[config.mk]
export PLATFORM = sky130hd
export DESIGN_NAME = brew_sequencer_flat
export DESIGN_NICKNAME = d
export VERILOG_FILES = /design/src/rtl/brew_sequencer_if.sv /design/src/rtl/brew_sequencer.sv /design/src/flat_wrapper.sv
export SDC_FILE = /design/constraint.sdc
export NUM_CORES = 1
export LEC_CHECK = 0
export BUFFER_PORTS_ARGS = -buffer_cell sky130_fd_sc_hd__buf_2
export CAP_MARGIN = 40
export CORE_MARGIN = 3
export CORE_UTILIZATION = 59
export CTS_CLUSTER_DIAMETER = 40
export DETAILED_ROUTE_END_ITERATION = 8
export GPL_TIMING_DRIVEN = 0
export PLACE_DENSITY = 0.79
export SYNTH_ARGS = -nofsm -noshare
export SYNTH_HDL_FRONTEND = slang
export SYNTH_SLANG_ARGS = --single-unit
[constraint.sdc]
create_clock -name clk_100MHz -period 3.9 [get_ports clk_100MHz]
set_input_delay 0.195 -clock clk_100MHz [delete_from_list [all_inputs] [get_ports clk_100MHz]]
set_output_delay 0.195 -clock clk_100MHz [all_outputs]
set_load 0.02 [all_outputs]
[src/rtl/brew_sequencer_if.sv]
// Control and status bundle between the brew sequencer and the front panel / display logic.
// Handshake: start is taken only on a cycle where ready=1, pod_present=1 and water_ok=1; a start pulse
// at any other time is dropped, never queued. cancel is a one-cycle request honoured on the next edge.
interface brew_sequencer_if;
    logic       start;
    logic       cancel;
    logic [1:0] cup_size;
    logic       pod_present;
    logic       water_ok;
    logic       heater_on;
    logic       pump_on;
    logic       ready;
    logic       done;
    logic       fault;
    logic [2:0] phase;
    logic [7:0] secs_remaining;

    modport master (
        output start, cancel, cup_size, pod_present, water_ok,
        input  heater_on, pump_on, ready, done, fault, phase, secs_remaining
    );

    modport slave (
        input  start, cancel, cup_size, pod_present, water_ok,
        output heater_on, pump_on, ready, done, fault, phase, secs_remaining
    );
endinterface

[src/rtl/brew_sequencer.sv]
// Brew-cycle controller: heat -> brew -> done sequencing on a 1 s enable derived from clk_100MHz.
// phase doubles as the visible state register for display and debug.
module brew_sequencer #(
    parameter int TICK_DIV   = 100_000_000,
    parameter int HEAT_SECS  = 30,
    parameter int SMALL_SECS = 20,
    parameter int MED_SECS   = 30,
    parameter int LARGE_SECS = 40,
    parameter int DONE_SECS  = 5
) (
    input  logic              clk_100MHz,
    input  logic              reset,
    brew_sequencer_if.slave   bus
);

    localparam int CNT_W = $clog2(TICK_DIV);

    typedef enum logic [2:0] {
        S_IDLE  = 3'd0,
        S_HEAT  = 3'd1,
        S_BREW  = 3'd2,
        S_DONE  = 3'd3,
        S_FAULT = 3'd4
    } state_t;

    state_t           state;
    state_t           next_state;
    logic [7:0]       secs;
    logic [7:0]       next_secs;
    logic [CNT_W-1:0] tick_cnt;
    logic [1:0]       size_q;
    logic [7:0]       brew_len;
    logic             latch_size;
    logic             running;
    logic             tick;

    always_comb begin
        case (size_q)
            2'b00:   brew_len = 8'(SMALL_SECS);
            2'b01:   brew_len = 8'(MED_SECS);
            default: brew_len = 8'(LARGE_SECS);
        endcase
    end

    assign running = (state == S_HEAT) || (state == S_BREW) || (state == S_DONE);
    assign tick    = running && (tick_cnt == CNT_W'(TICK_DIV - 1));

    // Priority: cancel > water loss > tick > start.
    always_comb begin
        next_state = state;
        next_secs  = secs;
        latch_size = 1'b0;
        if (bus.cancel && state != S_IDLE) begin
            next_state = S_IDLE;
            next_secs  = 8'd0;
        end else if (!bus.water_ok && (state == S_HEAT || state == S_BREW)) begin
            next_state = S_FAULT;
            next_secs  = 8'd0;
        end else if (tick) begin
            if (secs == 8'd1) begin
                case (state)
                    S_HEAT: begin
                        next_state = S_BREW;
                        next_secs  = brew_len;
                    end
                    S_BREW: begin
                        next_state = S_DONE;
                        next_secs  = 8'(DONE_SECS);
                    end
                    default: begin
                        next_state = S_IDLE;
                        next_secs  = 8'd0;
                    end
                endcase
            end else begin
                next_secs = secs - 8'd1;
            end
        end else if (state == S_IDLE && bus.start && bus.pod_present && bus.water_ok) begin
            next_state = S_HEAT;
            next_secs  = 8'(HEAT_SECS);
            latch_size = 1'b1;
        end
    end

    always_ff @(posedge clk_100MHz or negedge reset) begin
        if (!reset) begin
            state         <= S_IDLE;
            secs          <= 8'd0;
            tick_cnt      <= '0;
            size_q        <= 2'b00;
            bus.heater_on <= 1'b0;
            bus.pump_on   <= 1'b0;
            bus.ready     <= 1'b1;
            bus.done      <= 1'b0;
            bus.fault     <= 1'b0;
        end else begin
            state <= next_state;
            secs  <= next_secs;
            if (latch_size) begin
                size_q <= bus.cup_size;
            end
            // Restarting the count on every phase change keeps each phase a whole number of seconds.
            if (next_state != state || !running || tick) begin
                tick_cnt <= '0;
            end else begin
                tick_cnt <= tick_cnt + CNT_W'(1);
            end
            bus.heater_on <= (next_state == S_HEAT) || (next_state == S_BREW);
            bus.pump_on   <= (next_state == S_BREW);
            bus.ready     <= (next_state == S_IDLE);
            bus.done      <= (next_state == S_DONE);
            bus.fault     <= (next_state == S_FAULT);
        end
    end

    assign bus.phase          = state;
    assign bus.secs_remaining = secs;

endmodule

[src/flat_wrapper.sv]
// flat-port wrapper written by rule: the top's interface ports become plain ports
module brew_sequencer_flat 
#(
    parameter int TICK_DIV   = 100_000_000,
    parameter int HEAT_SECS  = 30,
    parameter int SMALL_SECS = 20,
    parameter int MED_SECS   = 30,
    parameter int LARGE_SECS = 40,
    parameter int DONE_SECS  = 5
)
  (clk_100MHz, reset, bus_start, bus_cancel, bus_cup_size, bus_pod_present, bus_water_ok, bus_heater_on, bus_pump_on, bus_ready, bus_done, bus_fault, bus_phase, bus_secs_remaining);
  brew_sequencer_if bus_i ();
  input  logic clk_100MHz;
  input  logic reset;
  input wire logic [$bits(bus_i.start)-1:0] bus_start;
  input wire logic [$bits(bus_i.cancel)-1:0] bus_cancel;
  input wire logic [$bits(bus_i.cup_size)-1:0] bus_cup_size;
  input wire logic [$bits(bus_i.pod_present)-1:0] bus_pod_present;
  input wire logic [$bits(bus_i.water_ok)-1:0] bus_water_ok;
  output wire logic [$bits(bus_i.heater_on)-1:0] bus_heater_on;
  output wire logic [$bits(bus_i.pump_on)-1:0] bus_pump_on;
  output wire logic [$bits(bus_i.ready)-1:0] bus_ready;
  output wire logic [$bits(bus_i.done)-1:0] bus_done;
  output wire logic [$bits(bus_i.fault)-1:0] bus_fault;
  output wire logic [$bits(bus_i.phase)-1:0] bus_phase;
  output wire logic [$bits(bus_i.secs_remaining)-1:0] bus_secs_remaining;
  assign bus_i.start = bus_start;
  assign bus_i.cancel = bus_cancel;
  assign bus_i.cup_size = bus_cup_size;
  assign bus_i.pod_present = bus_pod_present;
  assign bus_i.water_ok = bus_water_ok;
  assign bus_heater_on = bus_i.heater_on;
  assign bus_pump_on = bus_i.pump_on;
  assign bus_ready = bus_i.ready;
  assign bus_done = bus_i.done;
  assign bus_fault = bus_i.fault;
  assign bus_phase = bus_i.phase;
  assign bus_secs_remaining = bus_i.secs_remaining;
  brew_sequencer #(.TICK_DIV(TICK_DIV), .HEAT_SECS(HEAT_SECS), .SMALL_SECS(SMALL_SECS), .MED_SECS(MED_SECS), .LARGE_SECS(LARGE_SECS), .DONE_SECS(DONE_SECS)) u_core (.clk_100MHz(clk_100MHz), .reset(reset), .bus(bus_i));
endmodule
* Word-level counts from Yosys, hierarchy flattened *
Cells that the tools add are included.

storage, ports and cells
  register bits after elaboration = 45
  input port bits = 8
  logic and storage cells = 58

cells by class
  add/sub/neg operators = 2
  eq/ne operators = 11
  mux-type cells = 18
  reductions and logical operators = 18

operator list
  cell                   count
  $mux 8                 5
  $add 27x1->27 const B  1
  $eq 27x27->1 const B   1
  $mux 27                1
  $pmux 6 s2             2
  $mux 3                 5
  $eq 3x2->1 const B     4
  $eq 8x1->1 const B     1
  $sub 8x1->8 const B    1
  $eq 3x1->1 const B     2
  $logic_and 1x1->1      6
  $logic_not 3->1        2
  $logic_or 1x1->1       5
  $mux 1                 4
  $pmux 2 s2             1
  $reduce_bool 4->1      1
  $eq 3x3->1 const B     1
  $ne 3x3->1             1
  $reduce_bool 3->1      1
  $eq 2x1->1 const B     1
  $logic_not 1->1        2
  $logic_not 2->1        1

* Depth between registers and ports, before layout *
  word-level depth = 12
  mapped depth = 9
  depth with buffers taken out = 7

* Worst setup path after synthesis *
OpenSTA, ideal clock, no wires.

  kind = reg2reg
  start = register u_core.tick_cnt[0]
  end = register u_core.secs[0], in the netlist u_core.bus.secs_remaining[0]
  library setup time = 0.079 ns
  arrival time = 1.905 ns
  data required time = 3.821 ns
  setup slack = 1.916 ns
  cell stages (with the launch flop) = 10
  buffers on the path = 3
  path through = dfrtp_1 ha_1 and3_1 buf_2 and2_1 buf_2 and3_1 buf_2 or3_1 a21oi_1

on the way
  word-level cells in the longest chain between the ends = 5

ends and longest elaborated chain
  item                      line                   source
  start: declaration        brew_sequencer.sv:30   logic [CNT_W-1:0] tick_cnt;
  start signal: assignment  brew_sequencer.sv:106  tick_cnt <= tick_cnt + CNT_W'(1);
  $eq 27x27->1 (*)          brew_sequencer.sv:46   assign tick = running && (tick_cnt == CNT_W'(TICK_DIV - 1));
  $logic_and 1x1->1 (*)     brew_sequencer.sv:46
  $mux 8                    brew_sequencer.sv:59   end else if (tick) begin
  $mux 8                    brew_sequencer.sv:56   end else if (!bus.water_ok && (state == S_HEAT || state == S_BREW)) begin
  $mux 8                    brew_sequencer.sv:53   if (bus.cancel && state != S_IDLE) begin
  end signal: assignment    brew_sequencer.sv:98   secs <= next_secs;
  end: declaration          brew_sequencer.sv:28   logic [7:0] secs;

Every way passes the cells marked *; elsewhere a longest branch is shown, timed or not.
A chain may end at the register's enable or synchronous reset.

* Worst setup path after layout *
  start = register u_core.tick_cnt[0]
  end = register u_core.tick_cnt[18]

on the way
  word-level cells in the longest chain between the ends = 9

ends and longest elaborated chain
  item                           line                   source
  $eq 27x27->1                   brew_sequencer.sv:46
  $logic_and 1x1->1              brew_sequencer.sv:46
  $mux 3                         brew_sequencer.sv:59
  $mux 3                         brew_sequencer.sv:56
  $mux 3                         brew_sequencer.sv:53
  $ne 3x3->1                     brew_sequencer.sv:103  if (next_state != state || !running || tick) begin
  $logic_or 1x1->1 (2 in a row)  brew_sequencer.sv:103
  $mux 27 (*)                    brew_sequencer.sv:103

Marked as above.

==> impl_metrics.csv <==
group,metric,value,unit
critical_path,cp-end-kind,"flop",
logic_synthesis,post_synth_inst_count,270,
logic_synthesis,mappedNetlistArea,2530,sq um
global_routing,global_route_usage_sum,23.4,%
clocking,total_cts_buffers,5,
logic_synthesis,yosysMostFrequentCell,"sky130_fd_sc_hd__dfrtp_1",
clocking,postCtsResizedCells,0,
logic_synthesis,syn_nets,281,
critical_path,critPathMaxStageDelay,420,ps
power_and_ir_drop,p_leak,1.21,nW
logic_synthesis,syn_avg_cell_area,9.39,sq um
logic_synthesis,asyncSetResetFlopFracSynth,100,%
routing,drt-pass1-iter-count,4,
die,die_width,71.5,um
routing,vias,2097,
sta,achievable-frequency,0.454,GHz
logic_synthesis,ys_warn_count,0,
sta,finalCriticalPeriod,2200,ps
logic_synthesis,share_of_the_synthesized_area_in_the_top_cell_type,43.4,%
final_layout,final_design_area_no_fill,2840,sq um
critical_path,worst_path_max_delay_cell,"sky130_fd_sc_hd__dfrtp_1",
global_routing,grt_pass1_vias,2027,
placement,dpl_worst_slack,1710,ps
clocking,clock_transition_at_the_register_clock_pins_on_the_worst_setup_and_hold_paths_after_cts,90,ps
critical_path,r2r_setup_slack,1700,ps
sta,worstMarginPinSlew,533,ps
clocking,cts.root.buffer_cell,"sky130_fd_sc_hd__clkbuf_8",
critical_path,crit_required,4130,ps
logic_synthesis,synth_area_leader_cell,"sky130_fd_sc_hd__dfrtp_1",
global_routing,grt_start_max_net_pins,35,
critical_path,worst_path_most_repeated_cell,"sky130_fd_sc_hd__buf_2",
power_and_ir_drop,powerDensity,464,nW/um^2
global_routing,grt_pass1_wl,9560,um
critical_path,critPathKind,"reg2reg",
sta,timing.slew.headroom,64.5,%
final_layout,nFillCells,333,
routing,drc,0,
logic_synthesis,postSynth.topFlopCell,"sky130_fd_sc_hd__dfrtp_1",
power_and_ir_drop,power.ir.vdd_worst,0.351,mV
clocking,ctsLongestPathBuffers,2,
placement,place.detailed.hpwl,3880,um
clocking,clock-sinks,45,
placement,placed_cell_area,2730,sq um
critical_path,worst-path-buf-inv,3,
clocking,cts.repair_timing.setup_buffer_count,0,
logic_synthesis,synth_area_leaders,"sky130_fd_sc_hd__dfrtp_1 (43%), sky130_fd_sc_hd__xnor2_1 (6.2%), sky130_fd_sc_hd__nor2_1 (5.2%), sky130_fd_sc_hd__nor3_1 (3.2%), sky130_fd_sc_hd__xor2_1 (3.1%)",
final_layout,finalNetCount,313,
placement,gp_congestion,0.901,
job,cap_violations,0,
sta,worst_clock_skew,11.7,ps
critical_path,crit_chain,"ha_1 > and3_1 > buf_2 > and2_1 > buf_2 > nand3_4 > nand3_1 > buf_2 > nor2_1",
sta,min_period_over_period,56.5,%
sta,timing.final.hold_violations,0,
logic_synthesis,seq_area_frac_synth,44.5,%
final_layout,n_antenna_cell,0,
critical_path,critPathTopFamily,"simple AND/OR/NAND/NOR gates",
sta,setup_slack,1700,ps
final_layout,areaGrowthSynthToFinish,12.1,%
critical_path,critical_path.max_fanout,10,
placement,io_buffer_count,23,
routing,postRouteAntennaNets,0,
critical_path,arrival,2440,ps
logic_synthesis,netlist_top_cells_count,"sky130_fd_sc_hd__dfrtp_1 (44), sky130_fd_sc_hd__nor2_1 (35), sky130_fd_sc_hd__xnor2_1 (18)",
sta,timing_max_transition_violations_final,0,
sta,final-setup-viol-count,0,
critical_path,critPathLaunchType,"flop",
sta,setup_tns,0,ps
logic_synthesis,synth_edf_count,0,
routing,routed_wl,5390,um
die,ios,24,
clocking,htreeDepth,2,
sta,unrepaired_setup_endpoints_after_global_routing,"false",
clocking,tritoncts,"yes",
logic_synthesis,synthDistinctLibCells,53,
status,status,"finished, final reports clean",
die,dieArea,5120,sq um
die,coreArea,4090,sq um
logic_synthesis,synth_seq_cells,45,
die,floorplan.initialDensity,62.0,%
clocking,clock_latency_reported_for_the_late_side_of_the_worst_skew_pair,300,ps
die,placement_rows,23,
routing,wire_length_per_cell_after_detailed_routing,15.3,um
min_path,holdCritPathClass,"in2reg",
clocking,hold_buffer_count_at_cts,1,
routing,violation_count_after_the_first_detailed_routing_iteration,162,
die,die_h,71.5,um
global_routing,globalRoute.totalOverflow,0,
final_layout,layout-drive-gt1-share,17.8,%
routing,detail_route.vias_per_cell,5.94,
global_routing,antenna_found_initial,0,
## tightest hold or removal path: stages
cell and delay [ps]:
sky130_fd_sc_hd__buf_2 80, sky130_fd_sc_hd__nand2_1 30, sky130_fd_sc_hd__o21ai_0 60
## placed cells by master (no fill, tap or decap), types with 3 or more instances in the layout
cell,synthesis,routed
sky130_fd_sc_hd__dfrtp_1,44,44
sky130_fd_sc_hd__nor2_1,35,35
sky130_fd_sc_hd__buf_2,8,31
sky130_fd_sc_hd__xnor2_1,18,18
sky130_fd_sc_hd__nor3_1,16,16
sky130_fd_sc_hd__nand3_1,14,14
sky130_fd_sc_hd__a21oi_1,12,12
sky130_fd_sc_hd__nand2_1,12,12
sky130_fd_sc_hd__inv_1,9,9
sky130_fd_sc_hd__xor2_1,9,9
sky130_fd_sc_hd__and3_1,8,8
sky130_fd_sc_hd__nand4_1,8,8
sky130_fd_sc_hd__o21ai_0,6,6
sky130_fd_sc_hd__clkbuf_8,0,6
sky130_fd_sc_hd__nor3b_1,5,5
sky130_fd_sc_hd__and2_1,5,5
sky130_fd_sc_hd__nor4_1,5,5
sky130_fd_sc_hd__and4_1,4,4
sky130_fd_sc_hd__or4_1,4,4
sky130_fd_sc_hd__a211oi_1,3,3
sky130_fd_sc_hd__clkbuf_1,3,3
sky130_fd_sc_hd__ha_1,3,3
## flip-flops by register name (all words and copies together), names as in the netlist
register / count
u_core.bus.fault: 1
u_core.tick_cnt: 27
u_core.bus.ready: 1
u_core.bus.pump_on: 1
u_core.size_q: 2
u_core.bus.done: 1
u_core.bus.heater_on: 1
u_core.bus.secs_remaining: 8
u_core.bus.phase: 3
## worst paths after layout
kind	start	endpoint	cells past startpoint
worst max-delay path	u_core.tick_cnt[0]$_DFF_PN0_	u_core.tick_cnt[18]$_DFF_PN0_	9
worst min-delay path	bus_cup_size[0]	u_core.size_q[0]$_DFFE_PN0P_	3
worst min register to register	u_core.tick_cnt[0]$_DFF_PN0_	u_core.tick_cnt[0]$_DFF_PN0_	1
worst max register to register	u_core.tick_cnt[0]$_DFF_PN0_	u_core.tick_cnt[18]$_DFF_PN0_	9
min in group asynchronous	reset	u_core.tick_cnt[11]$_DFF_PN0_	2
max in group asynchronous	reset	u_core.bus.ready$_DFF_PN1_	3
## per-layer routing
metal	vias up	part of all wire [%]	track usage, %
met5	-	0	0
met4	0	0.91	6.05
met3	6	5.0	4.63
met2	58	45	34.4
met1	998	49	35.5
li1	1035	-	-
## power breakdown
part           internal, mW  switching (mW)
Combinational         0.171           0.253
Sequential            0.516          0.0634
Clock                 0.147           0.168
Total                 0.834           0.484
## metrics by stage
stage	total power [mW]	cells	hold WS (ps)	utilization, %
after floorplan	0.886	270	-101	-
after global placement	0.995	343	404	66.4
after detailed placement	1.00	344	107	66.9
after CTS	1.32	353	103	69.6
after global routing	1.41	353	130	69.6
final	1.32	353	104	69.6
## cell type report
| class | instances | area [sq um] | area share, % |
|---|---|---|---|
| Inverter | 9 | 33.8 | 1.19 |
| Timing Repair Buffer | 25 | 145 | 5.11 |
| Tap cell | 50 | 62.6 | 2.20 |
| Sequential cell | 45 | 1130 | 39.7 |
| Multi-Input combinational cell | 202 | 1310 | 46.1 |
| Buffer | 14 | 63.8 | 2.24 |
| Clock buffer | 6 | 82.6 | 2.90 |
| Clock inverter | 2 | 17.5 | 0.616 |
## cell families (layout without fill, tap and decap cells)
group / after synthesis / in the layout / share of synthesized area [%]
multiplexers: 2 / 2 / 0.839
AO/OA/AOI/OAI: 36 / 36 / 9.18
XOR/XNOR: 27 / 27 / 9.33
flip-flops: 45 / 45 / 44.5
buffers and inverters: 23 / 56 / 3.85
AND/OR/NAND/NOR: 133 / 133 / 30.5
adder cells (fa/ha/maj): 4 / 4 / 1.88
Power figures use the tool's default switching activity.
